**src/rtl/aes_key_expansion_pkg.sv**
```systemverilog
// Shared widths and the controller state type for the AES-128 key expansion block.
package aes_key_expansion_pkg;

    localparam int BYTE_WIDTH      = 8;
    localparam int FOUR_BYTE_WIDTH = 32;
    localparam int KEY_WIDTH       = 128;
    localparam int NUM_ROUND_KEYS  = 11;
    localparam int ROUND_IDX_WIDTH = 4;

    // Index value one past the last valid round key; reads at or above it return zero.
    localparam logic [ROUND_IDX_WIDTH-1:0] NUM_KEYS_IDX = ROUND_IDX_WIDTH'(NUM_ROUND_KEYS);

    typedef enum logic [1:0] {
        ST_IDLE = 2'd0,
        ST_WAIT = 2'd1,
        ST_CALC = 2'd2
    } kx_state_t;

endpackage

```
**src/rtl/aes_key_expansion_if.sv**
```systemverilog
// Control and round-key read bus of the key expansion block.
interface aes_key_expansion_if;
    import aes_key_expansion_pkg::*;

    logic                       start_i;
    logic [KEY_WIDTH-1:0]       key_i;
    logic                       busy_o;
    logic                       done_o;
    logic                       key_valid_o;
    logic [ROUND_IDX_WIDTH-1:0] rd_idx_i;
    logic [KEY_WIDTH-1:0]       rd_key_o;

    // Requester side (cipher control / decryption datapath).
    modport master (
        output start_i, key_i, rd_idx_i,
        input  busy_o, done_o, key_valid_o, rd_key_o
    );

    // Key expansion block side.
    modport slave (
        input  start_i, key_i, rd_idx_i,
        output busy_o, done_o, key_valid_o, rd_key_o
    );
endinterface

```
**src/rtl/aes_key_expansion_round_key_store.sv**
```systemverilog
// 11 x 128-bit round key register file: one synchronous write port and one
// registered read port that returns zero for indices past the last key.
module round_key_store
    import aes_key_expansion_pkg::*;
(
    input  logic                       i_clk,
    input  logic                       i_rst,
    input  logic                       i_wr_en,
    input  logic [ROUND_IDX_WIDTH-1:0] i_wr_idx,
    input  logic [KEY_WIDTH-1:0]       i_wr_data,
    input  logic [ROUND_IDX_WIDTH-1:0] i_rd_idx,
    output logic [KEY_WIDTH-1:0]       o_rd_key
);

    logic [KEY_WIDTH-1:0] r_mem [NUM_ROUND_KEYS];
    logic [KEY_WIDTH-1:0] r_rd_key;

    // Key storage: contents are not reset, key_valid_o qualifies them.
    always_ff @(posedge i_clk) begin
        if (i_wr_en && (i_wr_idx < NUM_KEYS_IDX)) begin
            r_mem[i_wr_idx] <= i_wr_data;
        end
    end

    // Registered read; the old contents are seen when reading the slot being written.
    always_ff @(posedge i_clk) begin
        if (i_rst) begin
            r_rd_key <= {KEY_WIDTH{1'b0}};
        end else if (i_rd_idx < NUM_KEYS_IDX) begin
            r_rd_key <= r_mem[i_rd_idx];
        end else begin
            r_rd_key <= {KEY_WIDTH{1'b0}};
        end
    end

    assign o_rd_key = r_rd_key;

endmodule

```
**src/rtl/aes_key_expansion.sv**
```systemverilog
// Iterative AES-128 key expansion controller feeding an external S-box ROM.
// One round key is produced per SBOX_LATENCY cycles; all 11 keys are kept in
// a random-access store for the decryption datapath.
module aes_key_expansion
    import aes_key_expansion_pkg::*;
#(
    parameter int SBOX_LATENCY = 1,
    parameter int NUM_ROUNDS   = 10
) (
    input  logic                       clk_i,
    input  logic                       rst_i,
    aes_key_expansion_if.slave         bus,
    output logic [FOUR_BYTE_WIDTH-1:0] sbox_word_o,
    input  logic [FOUR_BYTE_WIDTH-1:0] sbox_word_i
);

    localparam logic [1:0]                 WAIT_RELOAD = 2'(SBOX_LATENCY - 1);
    localparam kx_state_t                  ROUND_STATE = (SBOX_LATENCY > 1) ? ST_WAIT : ST_CALC;
    localparam logic [ROUND_IDX_WIDTH-1:0] LAST_ROUND  = ROUND_IDX_WIDTH'(NUM_ROUNDS);

    // AES round constant byte for rounds 1..10.
    function automatic logic [BYTE_WIDTH-1:0] rcon(input logic [ROUND_IDX_WIDTH-1:0] round);
        case (round)
            4'd1:    rcon = 8'h01;
            4'd2:    rcon = 8'h02;
            4'd3:    rcon = 8'h04;
            4'd4:    rcon = 8'h08;
            4'd5:    rcon = 8'h10;
            4'd6:    rcon = 8'h20;
            4'd7:    rcon = 8'h40;
            4'd8:    rcon = 8'h80;
            4'd9:    rcon = 8'h1b;
            4'd10:   rcon = 8'h36;
            default: rcon = 8'h00;
        endcase
    endfunction

    kx_state_t                  r_state,  w_state_nxt;
    logic [ROUND_IDX_WIDTH-1:0] r_round,  w_round_nxt;
    logic [1:0]                 r_wait,   w_wait_nxt;
    logic [KEY_WIDTH-1:0]       r_work,   w_work_nxt;
    logic                       r_busy,   w_busy_nxt;
    logic                       r_done,   w_done_nxt;
    logic                       r_valid,  w_valid_nxt;

    logic                       w_wr_en;
    logic [ROUND_IDX_WIDTH-1:0] w_wr_idx;
    logic [KEY_WIDTH-1:0]       w_wr_data;
    logic [FOUR_BYTE_WIDTH-1:0] w_t;
    logic [FOUR_BYTE_WIDTH-1:0] w_n0, w_n1, w_n2, w_n3;
    logic [KEY_WIDTH-1:0]       w_next_key;

    // Next round key from the S-box result and the current working key.
    always_comb begin
        w_t        = sbox_word_i ^ {rcon(r_round), 24'h000000};
        w_n0       = r_work[127:96] ^ w_t;
        w_n1       = r_work[95:64]  ^ w_n0;
        w_n2       = r_work[63:32]  ^ w_n1;
        w_n3       = r_work[31:0]   ^ w_n2;
        w_next_key = {w_n0, w_n1, w_n2, w_n3};
    end

    // Next-state, counters, status flags and store write control.
    always_comb begin
        w_state_nxt = r_state;
        w_round_nxt = r_round;
        w_wait_nxt  = r_wait;
        w_work_nxt  = r_work;
        w_busy_nxt  = r_busy;
        w_done_nxt  = 1'b0;
        w_valid_nxt = r_valid;
        w_wr_en     = 1'b0;
        w_wr_idx    = r_round;
        w_wr_data   = w_next_key;
        case (r_state)
            ST_IDLE: begin
                if (bus.start_i) begin
                    w_work_nxt  = bus.key_i;
                    w_wr_en     = 1'b1;
                    w_wr_idx    = 4'd0;
                    w_wr_data   = bus.key_i;
                    w_round_nxt = 4'd1;
                    w_valid_nxt = 1'b0;
                    w_busy_nxt  = 1'b1;
                    w_wait_nxt  = WAIT_RELOAD;
                    w_state_nxt = ROUND_STATE;
                end else begin
                    w_state_nxt = ST_IDLE;
                end
            end
            ST_WAIT: begin
                w_wait_nxt = r_wait - 2'd1;
                if (r_wait <= 2'd1) begin
                    w_state_nxt = ST_CALC;
                end else begin
                    w_state_nxt = ST_WAIT;
                end
            end
            ST_CALC: begin
                w_wr_en    = 1'b1;
                w_work_nxt = w_next_key;
                if (r_round == LAST_ROUND) begin
                    w_busy_nxt  = 1'b0;
                    w_done_nxt  = 1'b1;
                    w_valid_nxt = 1'b1;
                    w_state_nxt = ST_IDLE;
                end else begin
                    w_round_nxt = r_round + 4'd1;
                    w_wait_nxt  = WAIT_RELOAD;
                    w_state_nxt = ROUND_STATE;
                end
            end
            default: begin
                w_state_nxt = ST_IDLE;
                w_busy_nxt  = 1'b0;
            end
        endcase
    end

    // Controller state and status registers with synchronous reset.
    always_ff @(posedge clk_i) begin
        if (rst_i) begin
            r_state <= ST_IDLE;
            r_round <= 4'd0;
            r_wait  <= 2'd0;
            r_work  <= {KEY_WIDTH{1'b0}};
            r_busy  <= 1'b0;
            r_done  <= 1'b0;
            r_valid <= 1'b0;
        end else begin
            r_state <= w_state_nxt;
            r_round <= w_round_nxt;
            r_wait  <= w_wait_nxt;
            r_work  <= w_work_nxt;
            r_busy  <= w_busy_nxt;
            r_done  <= w_done_nxt;
            r_valid <= w_valid_nxt;
        end
    end

    // A reset edge must not commit a pending round key.
    round_key_store u_store (
        .i_clk     (clk_i),
        .i_rst     (rst_i),
        .i_wr_en   (w_wr_en & ~rst_i),
        .i_wr_idx  (w_wr_idx),
        .i_wr_data (w_wr_data),
        .i_rd_idx  (bus.rd_idx_i),
        .o_rd_key  (bus.rd_key_o)
    );

    // RotWord of w3 straight from the working register, stable between rounds.
    assign sbox_word_o     = {r_work[23:0], r_work[31:24]};
    assign bus.busy_o      = r_busy;
    assign bus.done_o      = r_done;
    assign bus.key_valid_o = r_valid;

endmodule

```
**src/flat_wrapper.sv**
```systemverilog
// flat-port wrapper written by rule: the top's interface ports become plain ports
module aes_key_expansion_flat import aes_key_expansion_pkg::*;
#(
    parameter int SBOX_LATENCY = 1,
    parameter int NUM_ROUNDS   = 10
)
  (clk_i, rst_i, sbox_word_o, sbox_word_i, bus_start_i, bus_key_i, bus_rd_idx_i, bus_busy_o, bus_done_o, bus_key_valid_o, bus_rd_key_o);
  aes_key_expansion_if bus_i ();
  input  logic clk_i;
  input  logic rst_i;
  output logic [FOUR_BYTE_WIDTH-1:0] sbox_word_o;
  input  logic [FOUR_BYTE_WIDTH-1:0] sbox_word_i;
  input wire logic [$bits(bus_i.start_i)-1:0] bus_start_i;
  input wire logic [$bits(bus_i.key_i)-1:0] bus_key_i;
  input wire logic [$bits(bus_i.rd_idx_i)-1:0] bus_rd_idx_i;
  output wire logic [$bits(bus_i.busy_o)-1:0] bus_busy_o;
  output wire logic [$bits(bus_i.done_o)-1:0] bus_done_o;
  output wire logic [$bits(bus_i.key_valid_o)-1:0] bus_key_valid_o;
  output wire logic [$bits(bus_i.rd_key_o)-1:0] bus_rd_key_o;
  assign bus_i.start_i = bus_start_i;
  assign bus_i.key_i = bus_key_i;
  assign bus_i.rd_idx_i = bus_rd_idx_i;
  assign bus_busy_o = bus_i.busy_o;
  assign bus_done_o = bus_i.done_o;
  assign bus_key_valid_o = bus_i.key_valid_o;
  assign bus_rd_key_o = bus_i.rd_key_o;
  aes_key_expansion #(.SBOX_LATENCY(SBOX_LATENCY), .NUM_ROUNDS(NUM_ROUNDS)) u_core (.clk_i(clk_i), .rst_i(rst_i), .bus(bus_i), .sbox_word_o(sbox_word_o), .sbox_word_i(sbox_word_i));
endmodule
```
**config.mk**
```make
export PLATFORM = sky130hd
export DESIGN_NAME = aes_key_expansion_flat
export DESIGN_NICKNAME = d
export VERILOG_FILES = /design/src/rtl/aes_key_expansion_pkg.sv /design/src/rtl/aes_key_expansion_if.sv /design/src/rtl/aes_key_expansion_round_key_store.sv /design/src/rtl/aes_key_expansion.sv /design/src/flat_wrapper.sv
export SDC_FILE = /design/constraint.sdc
export NUM_CORES = 2
export LEC_CHECK = 0
export ABC_CLOCK_PERIOD_IN_PS = 16400
export CAP_MARGIN = 30
export CORE_ASPECT_RATIO = 0.5
export CORE_MARGIN = 1.5
export CORE_UTILIZATION = 45
export DETAILED_ROUTE_END_ITERATION = 6
export GPL_TIMING_DRIVEN = 0
export PLACE_DENSITY_LB_ADDON = 0.1
export SYNTH_ARGS = -nofsm -noshare
export SYNTH_HDL_FRONTEND = slang
export SYNTH_SLANG_ARGS = --single-unit
```
**constraint.sdc**
```tcl
create_clock -name clk_i -period 16.4 [get_ports clk_i]
set_input_delay 3.28 -clock clk_i [delete_from_list [all_inputs] [get_ports clk_i]]
set_output_delay 3.28 -clock clk_i [all_outputs]
set_load 0.01 [all_outputs]
```
; Word-level counts from Yosys, hierarchy flattened
; Memories as Yosys holds them, arrays and structs flattened. A register that Yosys moved wholly into a read port is not among the register bits.
; Cells that the tools add are included.
[classes]
addsub = 2
mul = 0
div = 0
n_lt_le_gt_ge = 3
eq_ne = 6
n_shift = 0
n_mux = 29
n_bitwise = 10
reduce_logical = 11
[op_table]
columns = operator, n
row1 = two-way mux 128 bit, 3
row2 = one-hot mux 128 bit (2 select lines), 1
row3 = XOR 32 bit, 5
row4 = two-way mux 4 bit, 6
row5 = one-hot mux 2 bit (3 select lines), 2
row6 = AND reduction 3 bit, 4
row7 = two-way mux 2 bit, 5
row8 = less-than comparator 4 bit (second input constant), 2
row9 = two-way mux 1 bit, 8
row10 = one-hot mux 4 bit (2 select lines), 1
row11 = adder 4 x 1 -> 4 bit (second input constant), 1
row12 = equality test 4 bit (second input constant), 1
row13 = inequality test 2 bit (second input constant), 2
row14 = NOT 1 bit, 4
row15 = one-hot mux 1 bit (2 select lines), 2
row16 = OR reduction 2 bit, 2
row17 = one-hot mux 1 bit (3 select lines), 1
row18 = nonzero test 3 bit, 1
row19 = equality test 2 x 1 -> 1 bit (second input constant), 1
row20 = equality test 2 bit (second input constant), 1
row21 = <= comparator 2 x 1 -> 1 bit (second input constant), 1
row22 = logical NOT 2 bit, 1
row23 = inequality test 2 x 1 -> 1 bit (second input constant), 1
row24 = AND reduction 2 bit, 1
row25 = 4 further kinds, 4
[word_totals]
register_bits = 139
latch_bits = 0
ramBits = 1408
mem_bits_ro = 128
inputBits = 167
output_inout_bits = 163
elab_cells = 70
n_memories = 2
[mem_list]
columns = name, depth, word_bits, rd, rd_ports_with_merged_regs, wr, line_no
row1 = u_core.u_store.r_mem, 11, 128, 1, 1, 1, aes_key_expansion_round_key_store.sv:15  ; logic [KEY_WIDTH-1:0] r_mem [NUM_ROUND_KEYS];
row2 = (no name shown), 16, 8, 1, 1, 0, aes_key_expansion.sv:23  ; case (round)

; Longest topological paths before layout
[logic_depth]
ltp_word = 7
mapped_depth = 11
ltp_nobuf = 10

; Modules after synthesis
; From an unflattened synthesis, not the netlist that was laid out.
[unflattened]
hier_cells = 4081
area_unflattened_um2 = 65495.3
[modules_own_cells]
columns = module, n_inst, cells_each, area_per_inst_um2, seq_area_each_um2
row1 = round_key_store, 1, 2741, 55627.1, 44843.0
row2 = aes_key_expansion, 1, 1340, 9868.2, 2942.8

; Worst setup path before layout
; Ideal clock, no wire load.
[synth_path]
path_type = input to register
startpoint = input rst_i
endpoint = memory u_core.u_store.r_mem[1][0] (enable)
setup_ns = 0.930
arrival_ns = 15.787
required_ns = 15.470
slack_ns = -0.316
stages = 3
path_buffers = 1
path_cell_list = clkbuf_1 > or3_1 > nor4_1
[synth_between]
elab_chain_len = 5
[synth_lines]
columns = element, line_no
row1 = "start, declared", flat_wrapper.sv:10  ; input logic rst_i;
row2 = NOT 1 bit, aes_key_expansion.sv:145  ; .i_wr_en (w_wr_en & ~rst_i),
row3 = AND 1 bit, aes_key_expansion.sv:145
row4 = logical AND 1 bit, aes_key_expansion_round_key_store.sv:20  ; if (i_wr_en && (i_wr_idx < NUM_KEYS_IDX)) begin
row5 = two-way mux 1 bit, aes_key_expansion_round_key_store.sv:20
row6 = two-way mux 1 bit (implied by the code), aes_key_expansion_round_key_store.sv:21  ; r_mem[i_wr_idx] <= i_wr_data;
row7 = "end, declared", aes_key_expansion_round_key_store.sv:15
; No other way between the ends.

; Worst setup path in the final report
[layout_path]
startpoint = input bus_start_i
endpoint = memory u_core.u_store.r_mem[6][66] (enable)
[layout_between]
elab_chain_len = 6
elab_cells_between_ends = 9
classes_between = 1 x order compare / 6 x mux / 1 x bitwise / 1 x reduce/logical
[layout_lines]
columns = element, line_no
row1 = "start, declared", flat_wrapper.sv:13  ; input wire logic [$bits(bus_i.start_i)-1:0] bus_start_i;
row2 = two-way mux 4 bit or two-way mux 1 bit (tied branches), aes_key_expansion.sv:77  ; if (bus.start_i) begin
row3 = two-way mux 4 bit or one-hot mux 1 bit (2 select lines) (tied branches), aes_key_expansion.sv:75  ; case (r_state)
row4 = less-than comparator 4 bit or AND 1 bit (tied branches), "aes_key_expansion_round_key_store.sv:20, aes_key_expansion.sv:145"
row5 = logical AND 1 bit, aes_key_expansion_round_key_store.sv:20
row6 = two-way mux 1 bit, aes_key_expansion_round_key_store.sv:20
row7 = two-way mux 1 bit (implied by the code), aes_key_expansion_round_key_store.sv:21
; Parallel ways exist; a longest one is shown, timed or not.

==> qor.yml <==
outcome:
  status: "completed"
pwr:
  power_density_mw_per_mm2: 125.6
  p_leak_uw: 0.02671
  peakVddDrop_mv: 0.08266
setup_path:
  cpMostUsedCell: "buf_12"
  timing.rr.end: "u_core.u_store.r_mem[6][66]"
  r2r_setup_slack_ns: 12.42
  path_cells: "clkdlybuf4s50_1, or3b_1, buf_2, clkbuf_1, nand3_1, nor2_4, buf_12, buf_12, buf_12"
  criticalPathCategory: "input pin to register"
  arrival_ns: 7.05
  r2r.worst_path.cells: 9
  cp_data_required_time_ns: 16.87
  cp-end-kind: "register"
  crit_slowest_cell: "nor2_4"
  cpPeakStageDelay_ns: 0.73
  rr_startpoint: "u_core.r_state[1]"
  crit_start: "bus_start_i"
  crit_path_end: "u_core.u_store.r_mem[6][66]"
  cp_max_fo: 20
  start_kind: "input pin"
global_route:
  grt_usage_pct: 26.44
  overflow: 0
  grt_max_degree: 41
  grt_antenna_before_repair: 13
  grt_pass1_wl_um: 275400
  grt_pass1_vias: 38287
timing:
  period_share_pct: 40.13
  min_period_ns: 6.581
  finalSetupViolations: 0
  hold_violations: 0
  slew_headroom_pct: 26.53
  fmaxAchievable_ghz: 0.1519
  rsz0062_at_grt: "false"
  worst_pin_slew_ns: 1.091
  fin_setup_tns_ns: 0
  skew_ns: 0.02837
  final_max_slew_viol_count: 0
finish:
  final_cell_mix: "edfxtp_1 (1408), nor2_1 (382), a21oi_1 (365), clkdlybuf4s50_1 (325), dfxtp_1 (275)"
  stdcell_area_mm2: 0.07880
  finalNonFillerCells: 6625
  synthToLayoutAreaGrowth_pct: 20.21
  final_common_cell: "edfxtp_1"
  drive_gt1_share_pct: 19.25
  fin_nets: 4716
  final_core_util_pct: 54.83
placement:
  dp_cells: 6317
  dp.final_hpwl_um: 134900
  io_buffers: 325
  post_dp_cell_area_mm2: 0.07362
  finalWeightedCongestion: 0.9238
clocking:
  h-tree-depth: 4
  clkTransAtPathRegs_ns: 0.07
  cts_tree: "done"
  post_cts_buffers: 0
  cts_max_path_buffers: 3
  insertion_delay_ns: 0.79
  cts_buffers: 151
  hold_buffers: 0
  clockRootBuffer: "clkbuf_16"
  ctsResizeCount: 0
  clock-sinks: 1683
die:
  io_pins: 330
  core_mm2: 0.1437
  die_area_mm2: 0.1481
  initial_utilization_pct: 45.61
  num_rows: 98
  die_y_um: 272.9
  die_x_um: 542.8
synthesis:
  synth_area_mm2: 0.06555
  yosysUniqueCellTypes: 50
  synth_seq_area_share_pct: 72.90
  synth_edf_count: 1408
  synthCells: 3870
  synth_area_per_cell_um2: 16.94
  yosys_warnings: 0
  ys_async_sr_fraction_pct: 0
  ys_seq_elements: 1683
  synth_nets: 4044
  synthFlopType: "edfxtp_1"
drt:
  vias: 38353
  ant_nets: 0
  dr.pass1.iters: 6
  drt_iter0_drc: 4376
  drc: 0
  via_per_inst: 5.789
  drt_wl_total_um: 196000
  routedWlPerCell_um: 29.59
run:
  cap_violations: 0
hold_path:
  hold_class: "register to register"
power breakdown:
group / total [uW] / leakage [uW] / internal (uW) / switching, uW
Clock: 3620 / 0.00242 / 1990 / 1630
Combinational: 1280 / 0.00933 / 451 / 825
Sequential: 5010 / 0.0150 / 4950 / 55.3
Total: 9900 / 0.0267 / 7400 / 2510
state kept, by name (all words and copies together), names as in the netlist, named ones only:
name	cells
u_core.bus.busy_o	1
u_core.bus.key_valid_o	1
u_core.u_store.r_mem	1408
u_core.r_wait	2
u_core.r_work	128
u_core.r_state	2
u_core.r_round	4
u_core.u_store.o_rd_key	128
u_core.bus.done_o	1
logic make-up (layout without fill, tap and decap cells):
kind of cell,after synthesis,in the layout,share of synthesized area (%)
fa+ha+maj,7,7,0.1336
compound gates,629,629,5.436
other cells,0,5,0
buf+inv,284,1084,2.256
simple gates,598,598,3.785
flops,1683,1683,72.90
xor+xnor,155,155,2.751
mux,514,514,12.74
cell usage after synthesis (5+ instances only):
library cell	n	area, um^2
buf_2	99	495.5
nor3_1	42	210.2
nor2_1	389	1460
ha_1	7	87.58
nand3_1	5	25.02
mux4_2	256	5766
o21ai_0	66	330.3
clkbuf_1	92	345.3
a21oi_1	365	1827
xor2_2	9	146.4
xnor3_1	16	360.4
xor2_1	49	429.2
a211oi_1	9	67.56
xnor3_2	8	190.2
a2111oi_0	5	43.79
nor3b_1	17	127.6
buf_4	71	533.0
nor4_1	21	131.4
o22ai_1	138	863.3
nand2_1	106	397.9
nand2b_1	6	37.54
mux2i_1	257	2572
buf_1	12	45.04
inv_1	7	26.28
xnor2_2	5	81.33
dfxtp_1	275	5505
a2111oi_2	11	165.2
xnor2_1	68	595.6
edfxtp_1	1408	42280
o211ai_1	24	180.2
critical path, delay by kind of cell:
kind	cells	cell delay [ns]
AND/OR/NAND/NOR	3	1.45
buffers and inverters	6	2.23
layer usage:
metal | vias up | track usage, % | routed length (um) | share of wire (%)
met4 | 0 | 10.09 | 7269 | 3.7
met2 | 1620 | 41.19 | 90750 | 46
met5 | - | 0 | 0 | 0
li1 | 16376 | - | - | -
met3 | 292 | 4.192 | 14600 | 7.4
met1 | 20065 | 37.67 | 83410 | 43
stage by stage:
step / hold slack [ns] / setup slack (ns) / power (uW)
finish: 0.4669 / 9.819 / 9901
detailed placement: 0.4549 / 9.127 / 6340
floorplan: 0.4437 / 2.986 / 5725
global route: 0.4828 / 9.795 / 10190
global placement: 0.4508 / -10.70 / 6251
CTS: 0.4638 / 9.937 / 9926
area by class of cell:
class / count / area, um^2
diodes: 5 / 12.51
plain buffers: 277 / 1456
clock buffers: 196 / 4099
clock inverters: 85 / 899.6
fillers: 11520 / 64910
inverters: 7 / 26.28
multi-input cells: 1903 / 16370
flip-flops and latches: 1683 / 47790
well taps: 1950 / 2440
repair buffers: 519 / 5710
worst min path at each step:
stage                      startpoint  cells after the start           endpoint
CTS                 u_core.r_work[47]                      2  u_core.r_work[47]
finish              u_core.r_work[55]                      2  u_core.r_work[55]
global placement    u_core.r_work[48]                      2  u_core.r_work[48]
floorplan           u_core.r_work[40]                      2  u_core.r_work[40]
global route        u_core.r_work[54]                      2  u_core.r_work[54]
detailed placement  u_core.r_work[47]                      2  u_core.r_work[47]
(Power assumes the default switching activity.)
